--- config.mk ---
export PLATFORM = sky130hd
export DESIGN_NAME = mem_arbiter
export DESIGN_NICKNAME = d
export VERILOG_FILES = /design/src/rtl/mem_arbiter.sv
export SDC_FILE = /design/constraint.sdc
export NUM_CORES = 1
export LEC_CHECK = 0
export ABC_AREA = 1
export BUFFER_PORTS_ARGS = -buffer_cell sky130_fd_sc_hd__buf_2
export CAP_MARGIN = 10
export CORE_AREA = 2 2 644 646
export CTS_CLUSTER_DIAMETER = 30
export DETAILED_ROUTE_END_ITERATION = 10
export DIE_AREA = 0 0 646 648
export GPL_TIMING_DRIVEN = 0
export PLACE_DENSITY = 0.3
export SLEW_MARGIN = 30
export SYNTH_ARGS = -nofsm -noshare
export SYNTH_HDL_FRONTEND = slang
export SYNTH_SLANG_ARGS = --single-unit
--- constraint.sdc ---
create_clock -name clk_i -period 17.8 [get_ports clk_i]
set_clock_uncertainty 0.1 [all_clocks]
set_input_delay 2.67 -clock clk_i [delete_from_list [all_inputs] [get_ports clk_i]]
set_output_delay 2.67 -clock clk_i [all_outputs]
set_load 0.01 [all_outputs]
--- src/rtl/mem_arbiter.sv ---
// Round-robin arbiter sharing one block-transfer memory port between
// the instruction-side cache controller (port 0) and the data cache (port 1).
module mem_arbiter #(
  parameter int ADDR_W = 32,
  parameter int DATA_W = 256
) (
  input  logic              clk_i,
  input  logic              rst_i,
  input  logic              p0_enable_i,
  input  logic              p0_write_i,
  input  logic [ADDR_W-1:0] p0_addr_i,
  input  logic [DATA_W-1:0] p0_data_i,
  output logic              p0_ack_o,
  output logic [DATA_W-1:0] p0_data_o,
  input  logic              p1_enable_i,
  input  logic              p1_write_i,
  input  logic [ADDR_W-1:0] p1_addr_i,
  input  logic [DATA_W-1:0] p1_data_i,
  output logic              p1_ack_o,
  output logic [DATA_W-1:0] p1_data_o,
  output logic              mem_enable_o,
  output logic              mem_write_o,
  output logic [ADDR_W-1:0] mem_addr_o,
  output logic [DATA_W-1:0] mem_data_o,
  input  logic [DATA_W-1:0] mem_data_i,
  input  logic              mem_ack_i,
  output logic [1:0]        grant_o
);

  typedef enum logic {IDLE, BUSY} state_t;

  state_t            state_q, state_d;
  logic              owner_q, owner_d;
  logic              last_q, last_d;
  logic              write_q, write_d;
  logic [ADDR_W-1:0] addr_q, addr_d;
  logic [DATA_W-1:0] data_q, data_d;
  logic              req;
  logic              pick;
  logic              busy;

  assign req  = p0_enable_i | p1_enable_i;
  // On a tie the port not served last wins; otherwise the sole requester.
  assign pick = (p0_enable_i & p1_enable_i) ? ~last_q : p1_enable_i;

  always_comb begin
    state_d = state_q;
    owner_d = owner_q;
    last_d  = last_q;
    write_d = write_q;
    addr_d  = addr_q;
    data_d  = data_q;
    unique case (state_q)
      IDLE: begin
        if (req) begin
          state_d = BUSY;
          owner_d = pick;
          last_d  = pick;
          write_d = pick ? p1_write_i : p0_write_i;
          addr_d  = pick ? p1_addr_i  : p0_addr_i;
          data_d  = pick ? p1_data_i  : p0_data_i;
        end
      end
      BUSY: begin
        if (mem_ack_i) state_d = IDLE;
      end
      default: state_d = IDLE;
    endcase
  end

  always_ff @(posedge clk_i or posedge rst_i) begin
    if (rst_i) begin
      state_q <= IDLE;
      owner_q <= 1'b1;
      last_q  <= 1'b1;
      write_q <= 1'b0;
      addr_q  <= '0;
      data_q  <= '0;
    end else begin
      state_q <= state_d;
      owner_q <= owner_d;
      last_q  <= last_d;
      write_q <= write_d;
      addr_q  <= addr_d;
      data_q  <= data_d;
    end
  end

  assign busy         = (state_q == BUSY);
  assign mem_enable_o = busy;
  assign mem_write_o  = write_q;
  assign mem_addr_o   = addr_q;
  assign mem_data_o   = data_q;

  // Read data is only routed to the owner of a live transfer, so reset
  // and idle cycles present zero on both ports.
  assign p0_ack_o  = mem_ack_i & busy & ~owner_q;
  assign p1_ack_o  = mem_ack_i & busy &  owner_q;
  assign p0_data_o = (busy & ~owner_q) ? mem_data_i : '0;
  assign p1_data_o = (busy &  owner_q) ? mem_data_i : '0;

  assign grant_o = busy ? (owner_q ? 2'b10 : 2'b01) : 2'b00;

endmodule

==> impl_metrics.json <==
{
  "run_status": "completed",
  "finalWirelength_mm": 325,
  "num_vias": 30103,
  "detail_route.vias_per_cell": 2.77,
  "clk_pin_slew_worst_paths_ns": 0.04,
  "cts_buffer_depth": 4,
  "yosysSeqAreaShare_pct": 37.2,
  "syn_avg_cell_area_um2": 5.90,
  "p_per_area_nw_per_um2": 145,
  "ys_seq_elements": 291,
  "dp_hpwl_mm": 294,
  "wl_per_cell_um": 29.9,
  "port_buffers": 1644,
  "drv_cap": 0,
  "grt_antenna_before_repair": 312,
  "cts.sinks": 291,
  "pin_count": 1645,
  "final_core_util_pct": 9.56,
  "path_max_fanout": 10,
  "floorplan.die.height_um": 648,
  "finalNetCount": 5928,
  "insertion_delay_ns": 0.81,
  "drtIter0Drc": 2192,
  "clock.fmax_mhz": 144,
  "row_count": 236,
  "grt_usage_pct": 14.8,
  "netlist_instances": 3314,
  "cts-root-buf": "clkbuf_16",
  "setup_violations": 0,
  "rsz0062_at_grt": "no",
  "post_cts_resized": 0,
  "cp.required_ns": 15.03,
  "peakVddDrop_v": 0.0000661,
  "postCtsSetupBuffers": 0,
  "final_hold_viol_count": 0,
  "start_util_pct": 4.75,
  "grt_pass1_wl_mm": 380,
  "synth_area_um2": 19600,
  "relSlewSlack_pct": 31.1,
  "power_mw": 5.73,
  "tns_ns": 0,
  "power_leakage_nw": 22.7,
  "cp.arrival_ns": 4.17,
  "hold_slack_ns": 0.369,
  "fill_cells": 49233,
  "layout_min_cycle_time_ns": 6.94,
  "cts_tree": "yes",
  "drc": 0,
  "crit_type": "register to primary output",
  "ys_warn_count": 0,
  "layout-drive-gt1-share_pct": 38.9,
  "yosysUniqueCellTypes": 13,
  "min_period_over_period_pct": 39.0,
  "cts-buffers-inserted": 124,
  "core_um2": 412000,
  "synthesis.nets": 4153,
  "gp_congestion": 0.925,
  "antenna_left": 0,
  "hold_buffers": 0,
  "start_kind": "register",
  "dieArea_um2": 419000,
  "grt_max_degree": 74,
  "finalMaxSlewViolations": 0,
  "grt_pass1_vias": 28195,
  "tightestPinTransition_ns": 1.03,
  "cp-end-kind": "primary output",
  "syn_to_final_growth_pct": 101,
  "h-tree-depth": 3,
  "grt_remaining_overflow": 0,
  "die_w_um": 646,
  "holdCritPathClass": "register to register",
  "firstDrtPassIters": 5
}
synth_stat cells:
cell type / instances / area share (%)
dfrtp_1: 290 / 37
inv_1: 838 / 16
nor2_1: 516 / 9.9
buf_2: 149 / 3.8
clkbuf_1: 49 / 0.94
buf_1: 14 / 0.27
buf_4: 3 / 0.12
o21ai_0: 3 / 0.077
nor2_4: 1 / 0.058
nand3_1: 578 / 15
nand2_1: 871 / 17
inv_2: 1 / 0.019
dfstp_2: 1 / 0.13
logic make-up after synthesis:
logic type	Yosys count	synth area share (%)
AO/OA/AOI/OAI	3	0.0767
flip-flops	291	37.2
buffers and inverters	1054	21.2
AND/OR/NAND/NOR	1966	41.5
flip-flops by register name, indices dropped and copies added (netlist names):
signal        count
mem_addr_o       32
mem_write_o       1
last_q            1
mem_data_o      256
mem_enable_o      1
placed cells by master, fill, tap and decap left out, types with 2 or more instances in the layout:
master	Yosys	routed
clkinv_2	0	25
dfrtp_1	290	290
buf_4	3	3
clkbuf_1	49	63
clkbuf_16	0	125
diode_2	0	190
clkbuf_2	0	10
nand3_1	578	578
nand2_1	871	870
clkbuf_8	0	42
inv_1	838	837
clkinv_16	0	2
o21ai_0	3	3
nor2_1	516	516
buf_16	0	5
buf_2	149	1796
bufinv_16	0	4
buf_1	14	11
metrics by stage:
stage / std cells / worst slack [ns] / area (um2)
global route: 10790 / 10.52 / 39200
finish: 10849 / 10.86 / 39400
CTS: 10659 / 10.30 / 38900
floorplan: 3314 / 7.00 / 19600
global placement: 10432 / -0.588 / 34600
detailed placement: 10437 / 11.23 / 34800
per-layer routing:
| layer | GRT usage, % | share of wire, % | up-vias |
|---|---|---|---|
| met4 | 6.00 | 4.5 | 176 |
| li1 | - | - | 13390 |
| met3 | 6.94 | 11 | 733 |
| met1 | 15.5 | 36 | 14068 |
| met5 | 0 | 0.34 | - |
| met2 | 25.4 | 48 | 1736 |
worst paths after layout:
path                                        startpoint                           to  slack, ns  cells after the start
max                             mem_enable_o$_DFF_PP0_                p0_data_o[39]      10.86                      7
min reg2reg                mem_data_o[219]$_DFFE_PP0P_  mem_data_o[219]$_DFFE_PP0P_       0.37                      2
max reg2reg                         last_q$_DFFE_PP1P_  mem_data_o[140]$_DFFE_PP0P_      14.66                      8
min                        mem_data_o[219]$_DFFE_PP0P_  mem_data_o[219]$_DFFE_PP0P_       0.37                      2
max in group asynchronous                        rst_i  mem_data_o[242]$_DFFE_PP0P_      14.13                      5
min in group asynchronous                        rst_i   mem_data_o[62]$_DFFE_PP0P_       1.80                      2
worst max-delay path: stages, from the launching register on:
cell and delay [ns]:
dfrtp_1 0.58, inv_1 0.38, nor2_1 0.13, inv_2 0.44, clkbuf_1 0.83, buf_2 0.50
nor2_1 0.15, buf_2 0.25
area by class of cell:
cell class	count	area, um2	share of cell area, %
well taps	5474	6850	17.4
clock buffers	191	3800	9.64
clock inverters	31	305	0.775
inverters	839	3160	8.02
flip-flops and latches	291	7280	18.5
multi-input cells	1969	8130	20.6
plain buffers	215	1020	2.59
diodes	190	475	1.21
repair buffers	1649	8370	21.2
power by group:
| group | switching, mW | total, mW | internal [mW] | leakage [nW] |
|---|---|---|---|---|
| sequential | 0.154 | 1.09 | 0.933 | 3.52 |
| clock | 0.614 | 2.10 | 1.48 | 2.05 |
| combinational | 1.86 | 2.54 | 0.681 | 17.2 |
No activity file was read; power rests on OpenSTA's default activity.
